File: src/rtl/lcd_text_console_pkg.sv
// ============================================================================
// lcd_console_pkg : shared types and character constants for lcd_text_console
// Rev 1.0 - initial release
// ============================================================================
`default_nettype none

package lcd_console_pkg;

    typedef enum logic [2:0] {
        ST_IDLE   = 3'd0,
        ST_CLEAR  = 3'd1,
        ST_SCR_RD = 3'd2,
        ST_SCR_WR = 3'd3,
        ST_BLANK  = 3'd4
    } state_e;

    localparam logic [7:0] CH_LF = 8'h0A;
    localparam logic [7:0] CH_CR = 8'h0D;
    localparam logic [7:0] CH_BS = 8'h08;
    localparam logic [7:0] CH_FF = 8'h0C;

    localparam logic [7:0] PRINT_MIN = 8'h20;
    localparam logic [7:0] PRINT_MAX = 8'h7E;

    localparam logic [7:0] DEF_FILL_CHAR = 8'h20;

    // Start address of each text line; the display driver scans with the same map
    localparam logic [5:0] LINE0_OFFSET = 6'd0;
    localparam logic [5:0] LINE1_OFFSET = 6'd16;
    localparam logic [5:0] LINE2_OFFSET = 6'd32;
    localparam logic [5:0] LINE3_OFFSET = 6'd48;

endpackage

`default_nettype wire

File: src/rtl/lcd_text_console_if.sv
// ============================================================================
// lcd_text_console_if : character input handshake plus text-RAM write port
// Rev 1.0 - initial release
// ============================================================================
`default_nettype none

interface lcd_text_console_if #(
    parameter int ADDR_W = 6
) ();
    logic              ch_valid;
    logic [7:0]        ch_data;
    logic              ch_ready;
    logic              busy;
    logic [ADDR_W-1:0] ram_addr;
    logic              ram_we;
    logic [7:0]        ram_wdata;
    logic [7:0]        ram_rdata;
    logic [1:0]        cur_row;
    logic [3:0]        cur_col;

    modport slave (
        input  ch_valid, ch_data, ram_rdata,
        output ch_ready, busy, ram_addr, ram_we, ram_wdata, cur_row, cur_col
    );

    modport master (
        output ch_valid, ch_data, ram_rdata,
        input  ch_ready, busy, ram_addr, ram_we, ram_wdata, cur_row, cur_col
    );
endinterface

`default_nettype wire

File: src/rtl/lcd_text_console.sv
// ============================================================================
// lcd_text_console : cursor-tracking character writer for a 4x16 text RAM,
// with clear and scroll-up jobs. Optional LCD_CONSOLE_AUTOWRAP_EN wraps col 15.
// Rev 1.0 - initial release
// ============================================================================
`default_nettype none

module lcd_text_console
    import lcd_console_pkg::*;
#(
    parameter int         ROWS      = 4,
    parameter int         COLS      = 16,
    parameter int         ADDR_W    = 6,
    parameter logic [7:0] FILL_CHAR = DEF_FILL_CHAR
) (
    input  wire logic          clk,
    input  wire logic          rst_n,
    lcd_text_console_if.slave  bus
);

    localparam logic [ADDR_W-1:0] c_last_cell  = ADDR_W'(ROWS*COLS - 1);
    localparam logic [ADDR_W-1:0] c_scr_last   = ADDR_W'((ROWS-1)*COLS - 1);
    localparam logic [ADDR_W-1:0] c_blank_base = ADDR_W'((ROWS-1)*COLS);
    localparam logic [ADDR_W-1:0] c_blank_last = ADDR_W'(COLS - 1);
    localparam logic [ADDR_W-1:0] c_line       = ADDR_W'(COLS);
    localparam logic [3:0]        c_col_last   = 4'(COLS - 1);
    localparam logic [1:0]        c_row_last   = 2'(ROWS - 1);

    state_e            state_q, state_d, eff_state;
    logic [ADDR_W-1:0] cnt_q, cnt_d, eff_cnt;
    logic [1:0]        row_q, row_d;
    logic [3:0]        col_q, col_d;
    logic              we_q, we_d;
    logic [ADDR_W-1:0] addr_q, addr_d;
    logic [7:0]        wdata_q, wdata_d;
    logic              copy_q, copy_d;
    logic              ready_q, ready_d;
    logic              wrap_pend_q, wrap_pend_d;

    logic              accept;
    logic              printable;
    logic [ADDR_W-1:0] cur_addr;

    assign accept    = bus.ch_valid & ready_q;
    assign printable = (bus.ch_data >= PRINT_MIN) && (bus.ch_data <= PRINT_MAX);
    assign cur_addr  = ADDR_W'(int'(row_q) * COLS + int'(col_q));

    // The state/counter pair names the RAM operation issued this cycle (visible
    // next cycle); IDLE issues op 0 of a job itself so no cycle is lost on entry.
    always_comb begin
        state_d     = state_q;
        cnt_d       = cnt_q;
        row_d       = row_q;
        col_d       = col_q;
        we_d        = 1'b0;
        addr_d      = addr_q;
        wdata_d     = wdata_q;
        copy_d      = 1'b0;
        wrap_pend_d = wrap_pend_q;
        eff_state   = state_q;
        eff_cnt     = cnt_q;

        if (state_q == ST_IDLE) begin
            eff_cnt = '0;
            if (wrap_pend_q) begin
                wrap_pend_d = 1'b0;
                eff_state   = ST_SCR_RD;
            end else if (accept) begin
                if (printable) begin
                    we_d    = 1'b1;
                    addr_d  = cur_addr;
                    wdata_d = bus.ch_data;
                    if (col_q != c_col_last) begin
                        col_d = col_q + 4'd1;
                    end else begin
`ifdef LCD_CONSOLE_AUTOWRAP_EN
                        col_d = 4'd0;
                        if (row_q != c_row_last) row_d = row_q + 2'd1;
                        else                     wrap_pend_d = 1'b1;
`else
                        col_d = col_q;
`endif
                    end
                end else begin
                    case (bus.ch_data)
                        CH_LF: begin
                            col_d = 4'd0;
                            if (row_q != c_row_last) row_d = row_q + 2'd1;
                            else                     eff_state = ST_SCR_RD;
                        end
                        CH_CR: col_d = 4'd0;
                        CH_BS: begin
                            if (col_q != 4'd0) begin
                                col_d   = col_q - 4'd1;
                                we_d    = 1'b1;
                                addr_d  = cur_addr - ADDR_W'(1);
                                wdata_d = FILL_CHAR;
                            end
                        end
                        CH_FF: begin
                            row_d     = 2'd0;
                            col_d     = 4'd0;
                            eff_state = ST_CLEAR;
                        end
                        default: ;
                    endcase
                end
            end
        end

        case (eff_state)
            ST_CLEAR: begin
                we_d    = 1'b1;
                addr_d  = eff_cnt;
                wdata_d = FILL_CHAR;
                state_d = (eff_cnt == c_last_cell) ? ST_IDLE : ST_CLEAR;
                cnt_d   = (eff_cnt == c_last_cell) ? '0 : eff_cnt + ADDR_W'(1);
            end
            ST_SCR_RD: begin
                addr_d  = eff_cnt + c_line;
                state_d = ST_SCR_WR;
                cnt_d   = eff_cnt;
            end
            ST_SCR_WR: begin
                we_d    = 1'b1;
                addr_d  = eff_cnt;
                copy_d  = 1'b1;
                state_d = (eff_cnt == c_scr_last) ? ST_BLANK : ST_SCR_RD;
                cnt_d   = (eff_cnt == c_scr_last) ? '0 : eff_cnt + ADDR_W'(1);
            end
            ST_BLANK: begin
                we_d    = 1'b1;
                addr_d  = eff_cnt + c_blank_base;
                wdata_d = FILL_CHAR;
                state_d = (eff_cnt == c_blank_last) ? ST_IDLE : ST_BLANK;
                cnt_d   = (eff_cnt == c_blank_last) ? '0 : eff_cnt + ADDR_W'(1);
            end
            default: ;
        endcase

        // Ready rises one cycle after the last job write has been presented.
        ready_d = (state_q == ST_IDLE) && (state_d == ST_IDLE) && !wrap_pend_d;
    end

    always_ff @(posedge clk or negedge rst_n) begin
        if (!rst_n) begin
            state_q     <= ST_CLEAR;
            cnt_q       <= '0;
            row_q       <= 2'd0;
            col_q       <= 4'd0;
            we_q        <= 1'b0;
            addr_q      <= '0;
            wdata_q     <= 8'h00;
            copy_q      <= 1'b0;
            ready_q     <= 1'b0;
            wrap_pend_q <= 1'b0;
        end else begin
            state_q     <= state_d;
            cnt_q       <= cnt_d;
            row_q       <= row_d;
            col_q       <= col_d;
            we_q        <= we_d;
            addr_q      <= addr_d;
            wdata_q     <= wdata_d;
            copy_q      <= copy_d;
            ready_q     <= ready_d;
            wrap_pend_q <= wrap_pend_d;
        end
    end

    assign bus.ch_ready  = ready_q;
    assign bus.busy      = ~ready_q;
    assign bus.ram_we    = we_q;
    assign bus.ram_addr  = addr_q;
    // Scroll writes forward the byte read one cycle earlier straight from the RAM.
    assign bus.ram_wdata = copy_q ? bus.ram_rdata : wdata_q;
    assign bus.cur_row   = row_q;
    assign bus.cur_col   = col_q;

endmodule

`default_nettype wire
File: src/flat_wrapper.sv
// flat-port wrapper written by rule: the top's interface ports become plain ports
module lcd_text_console_flat import lcd_console_pkg::*;
#(
    parameter int         ROWS      = 4,
    parameter int         COLS      = 16,
    parameter int         ADDR_W    = 6,
    parameter logic [7:0] FILL_CHAR = DEF_FILL_CHAR
)
  (clk, rst_n, bus_ch_valid, bus_ch_data, bus_ram_rdata, bus_ch_ready, bus_busy, bus_ram_addr, bus_ram_we, bus_ram_wdata, bus_cur_row, bus_cur_col);
  lcd_text_console_if #(.ADDR_W(ADDR_W)) bus_i ();
  input  wire logic clk;
  input  wire logic rst_n;
  input wire logic [$bits(bus_i.ch_valid)-1:0] bus_ch_valid;
  input wire logic [$bits(bus_i.ch_data)-1:0] bus_ch_data;
  input wire logic [$bits(bus_i.ram_rdata)-1:0] bus_ram_rdata;
  output wire logic [$bits(bus_i.ch_ready)-1:0] bus_ch_ready;
  output wire logic [$bits(bus_i.busy)-1:0] bus_busy;
  output wire logic [$bits(bus_i.ram_addr)-1:0] bus_ram_addr;
  output wire logic [$bits(bus_i.ram_we)-1:0] bus_ram_we;
  output wire logic [$bits(bus_i.ram_wdata)-1:0] bus_ram_wdata;
  output wire logic [$bits(bus_i.cur_row)-1:0] bus_cur_row;
  output wire logic [$bits(bus_i.cur_col)-1:0] bus_cur_col;
  assign bus_i.ch_valid = bus_ch_valid;
  assign bus_i.ch_data = bus_ch_data;
  assign bus_i.ram_rdata = bus_ram_rdata;
  assign bus_ch_ready = bus_i.ch_ready;
  assign bus_busy = bus_i.busy;
  assign bus_ram_addr = bus_i.ram_addr;
  assign bus_ram_we = bus_i.ram_we;
  assign bus_ram_wdata = bus_i.ram_wdata;
  assign bus_cur_row = bus_i.cur_row;
  assign bus_cur_col = bus_i.cur_col;
  lcd_text_console #(.ROWS(ROWS), .COLS(COLS), .ADDR_W(ADDR_W), .FILL_CHAR(FILL_CHAR)) u_core (.clk(clk), .rst_n(rst_n), .bus(bus_i));
endmodule
File: config.mk
export PLATFORM = sky130hd
export DESIGN_NAME = lcd_text_console_flat
export DESIGN_NICKNAME = d
export VERILOG_FILES = /design/src/rtl/lcd_text_console_pkg.sv /design/src/rtl/lcd_text_console_if.sv /design/src/rtl/lcd_text_console.sv /design/src/flat_wrapper.sv
export SDC_FILE = /design/constraint.sdc
export NUM_CORES = 1
export LEC_CHECK = 0
export BUFFER_PORTS_ARGS = -buffer_cell sky130_fd_sc_hd__buf_4
export CAP_MARGIN = 20
export CORE_ASPECT_RATIO = 1.75
export CORE_MARGIN = 5
export CORE_UTILIZATION = 55
export DETAILED_ROUTE_END_ITERATION = 8
export PLACE_DENSITY = 0.79
export SYNTH_ARGS = -nofsm -noshare
export SYNTH_HDL_FRONTEND = slang
export SYNTH_SLANG_ARGS = --single-unit
File: constraint.sdc
create_clock -name clk -period 4.3 [get_ports clk]
set_input_delay 0.43 -clock clk [delete_from_list [all_inputs] [get_ports clk]]
set_output_delay 0.43 -clock clk [all_outputs]
set_load 0.1 [all_outputs]
==> impl_metrics.toml <==
[critical_path]
timing.critical_path.fanout_max = 24
startpoint_type = "flip-flop"
worst-endpoint-arrival_ns = 3.09
cp_class = "reg -> reg"
cp-end-kind = "flip-flop"
timing.critical_path.mode_cell = "sky130_fd_sc_hd__nand3_1"
critPathSlowestCell = "sky130_fd_sc_hd__dfrtp_1"
crit_path_max_incr_delay_ns = 0.73
cp_cell_sequence = "or3_1 -> and2_1 -> ha_1 -> nand3_1 -> nor2_1 -> nand3_1 -> a211oi_1 -> a21oi_1 -> a311o_1"
worst_ep_required_time_ns = 4.48

[power]
vdd.ir_drop.worst_mv = 0.7346
share_seq_of_total_power = 0.297
pwr-share-comb = 0.547
leakage_dissipation_nw = 1.153
intPower_w = 0.0007001
p_sw_w = 0.0008205
clockPowerShare = 0.156
power.share.switching = 0.5396
power.density_cell_area_nw_per_um2 = 558.2
post_layout_power_w = 0.001521

[cts]
cts_buffer_depth = 2
cts_hold_buf = 0
cts_setup_buffers = 0
cts_buffers = 5
clockRootBuffer = "sky130_fd_sc_hd__clkbuf_8"
ctsHtreeMaxLevel = 2
clk-insertion-delay-late_ns = 0.29
cts_sinks = 33
worst_setup_hold_path_clk_slew_ns = 0.07
cts_tree = "yes"
cts-resized-gates = 0

[timing]
worst-slew-pin-transition_ns = 0.8986
hold_violation_count_in_the_final_report = 0
fmaxAchievable_mhz = 343.5
fin_crit_sh = 0.6770
final_period_minus_worst_setup_slack_ns = 2.911
relSlewSlack = 0.3931
grt_setup_unrepaired = "false"
setup_slack_of_the_critical_path_after_layout_ns = 1.389
final_max_slew_viol_count = 0
fin_tns_setup_ns = 0
report.final.setup_viol = 0
clock-skew-final_ns = 0.003089

[routing]
remaining_drc_errors = 0
totalWireLength_um = 6222
wirelength_met1_um = 2265
antenna_left = 0
dr_total_vias = 2231
drt-initial-drc-count = 53
drtPass1Iterations = 4
routed.top_layer = "met4"
met2_length_um = 3337
post_drt_wl_per_cell_um = 17.98
avgViaCountPerCell = 6.448
wl_met3_um = 380

[yosys]
yosysUniqueCellTypes = 60
yosys_register_bits = 33
synthArstFlopShare = 1.000
post_synth_instance_area_um2 = 2311
synthesis.instances = 258
synthDominantAreaCellType = "sky130_fd_sc_hd__dfrtp_1"
yosysTopAreaCellShare = 0.3465
main_synth_ff_type = "sky130_fd_sc_hd__dfrtp_1"
syn_nets = 282
area_contributors_post_synth = "sky130_fd_sc_hd__dfrtp_1, sky130_fd_sc_hd__mux2_2, sky130_fd_sc_hd__a21oi_1"
synth-edff-count = 0
sequential_to_total_area_share_from_yosys_stat = 0.3579
syn-mean-instance-area_um2 = 8.957
synthesis.yosys.warnings = 0

[die]
dieHeight_um = 95.75
num_io_pins = 42
rows = 31
die-width_um = 59
floorplan.initialDensity = 0.5621
placeableCoreArea_um2 = 4111
die_area_um2 = 5649

[cells_and_area]
final_core_util = 0.6625
fraction_of_layout_instances_using_a_drive_strength_above_1 = 0.2458
area.growth.synth_to_final_pct = 17.87
finish.net_count = 320
antennaDiodeCount = 0
num-fill-cells = 368

[placement]
placer_congestion = 0.8298
post-dp-hpwl_um = 4779
pre_cts_ws_ns = 1.424
port-buffer-count = 41

[run]
max-cap-violations = 0

[global_routing]
first_pass_grt_wire_length_um = 10160
antenna_violations_before_repair = 0
via_count_of_the_first_global_routing_pass = 2137
globalRouteTotalUtil = 0.2372
grt_max_degree = 34
global_route.overflow_total = 0

[min_path]
hold_path.class = "in -> async"

[outcome]
outcome = "finished, final reports clean"
[layer usage]
layer  track usage  vias to the layer above
met5             0                        -
li1              -                     1064
met1        0.2581                     1057
met4        0.1229                        0
met2        0.4253                       89
met3       0.04295                       21
[cell usage after synthesis (2+ instances only)]
library cell and number:
sky130_fd_sc_hd__dfrtp_1 32, sky130_fd_sc_hd__or3_1 4, sky130_fd_sc_hd__nor4_1 3, sky130_fd_sc_hd__and2_4 2, sky130_fd_sc_hd__clkbuf_1 9, sky130_fd_sc_hd__mux2i_1 3, sky130_fd_sc_hd__nand2_1 15, sky130_fd_sc_hd__nor4b_1 2
sky130_fd_sc_hd__nand2b_1 9, sky130_fd_sc_hd__o31ai_1 3, sky130_fd_sc_hd__a21oi_1 16, sky130_fd_sc_hd__mux2_2 8, sky130_fd_sc_hd__a22o_1 9, sky130_fd_sc_hd__xnor2_1 3, sky130_fd_sc_hd__a32o_1 3, sky130_fd_sc_hd__o22ai_1 2
sky130_fd_sc_hd__a21o_1 4, sky130_fd_sc_hd__nand4_1 4, sky130_fd_sc_hd__nand3_1 12, sky130_fd_sc_hd__and2_1 4, sky130_fd_sc_hd__ha_1 5, sky130_fd_sc_hd__o21ai_0 15, sky130_fd_sc_hd__a31oi_1 4, sky130_fd_sc_hd__o211ai_1 3
sky130_fd_sc_hd__a22oi_1 2, sky130_fd_sc_hd__nor2_1 21, sky130_fd_sc_hd__or4_1 3, sky130_fd_sc_hd__a221o_1 3, sky130_fd_sc_hd__nor3_1 5, sky130_fd_sc_hd__o41ai_1 2, sky130_fd_sc_hd__o21ai_1 6, sky130_fd_sc_hd__or2_2 3
sky130_fd_sc_hd__and3_1 3, sky130_fd_sc_hd__inv_1 8, sky130_fd_sc_hd__o21a_1 3
[cells in the final DEF (no fill, tap or decap), drive strengths merged, types with 3 or more instances in the layout]
master,instances
a21o,4
a21oi,16
a221o,3
a22o,9
a22oi,3
a31oi,5
a32o,3
and2,6
and3,3
buf,41
clkbuf,6
dfrtp,32
ha,5
inv,8
mux2,8
mux2i,3
nand2,17
nand2b,9
nand3,12
nand4,4
nor2,21
nor3,5
nor4,4
o211ai,3
o21a,3
o21ai,22
o31ai,3
or2,3
or3,4
or4,4
xnor2,3
[stage by stage]
step | instances | instance area [um^2] | hold WS (ns)
after floorplan | 258 | 2311 | 0.1344
after global placement | 338 | 2641 | 0.3959
after detailed placement | 338 | 2641 | 0.4010
after CTS | 346 | 2724 | 0.09853
after global routing | 346 | 2724 | 0.1184
final | 346 | 2724 | 0.07142
[cells by family after synthesis]
group | synth area share
xor+xnor | 0.01516
buf+inv | 0.02978
mux | 0.05198
fa+ha+maj | 0.02707
compound gates | 0.2745
flops | 0.3579
simple gates | 0.2436
[flip-flops by register name, indices dropped and copies added, names as in the netlist, 2 cells and up]
signal / count
u_core.state_q: 3
u_core.bus.ram_addr: 6
u_core.bus.cur_col: 4
u_core.wdata_q: 8
u_core.cnt_q: 6
u_core.bus.cur_row: 2
[final cells by class]
type | count | area [um^2] | share of cell area
clock buffers | 6 | 72.57 | 0.02664
clock inverters | 2 | 10.01 | 0.003675
inverters | 8 | 30.03 | 0.01102
multi-input cells | 207 | 1415 | 0.5195
flip-flops and latches | 33 | 827.0 | 0.3036
well taps | 49 | 61.31 | 0.02251
repair buffers | 41 | 307.8 | 0.1130
[path summary, 6_finish.rpt]
check | end | slack (ns) | startpoint | cells past startpoint
min reg2reg | u_core.wdata_q[3]$_DFFE_PN0P_ | 0.50 | u_core.wdata_q[3]$_DFFE_PN0P_ | 1
max in group asynchronous | u_core.state_q[0]$_DFF_PN1_ | 3.89 | rst_n | 1
max | u_core.cnt_q[4]$_DFFE_PN0N_ | 1.39 | u_core.state_q[2]$_DFF_PN0_ | 9
min | u_core.wdata_q[4]$_DFFE_PN0P_ | 0.07 | rst_n | 1
min in group clk | u_core.wdata_q[3]$_DFFE_PN0P_ | 0.38 | bus_ch_data[3] | 2
max reg2reg | u_core.cnt_q[4]$_DFFE_PN0N_ | 1.39 | u_core.state_q[2]$_DFF_PN0_ | 9
[power groups by stage]
stage	clock network, W	logic [W]	registers, W
floorplan	0	0.000337	0.000766
CTS	0.000236	0.000838	0.000450
detailed placement	0	0.000837	0.000455
finish	0.000237	0.000832	0.000451
global placement	0	0.000826	0.000455
global route	0.000250	0.000872	0.000462
[critical path, delay by kind of cell (launching register included)]
| family | cells | cell delay [ns] |
|---|---|---|
| AO/OA/AOI/OAI | 3 | 0.69 |
| adder cells (fa/ha/maj) | 1 | 0.19 |
| flip-flops | 1 | 0.73 |
| AND/OR/NAND/NOR | 5 | 1.19 |
Note: power is estimated with default switching activity, not from simulation.
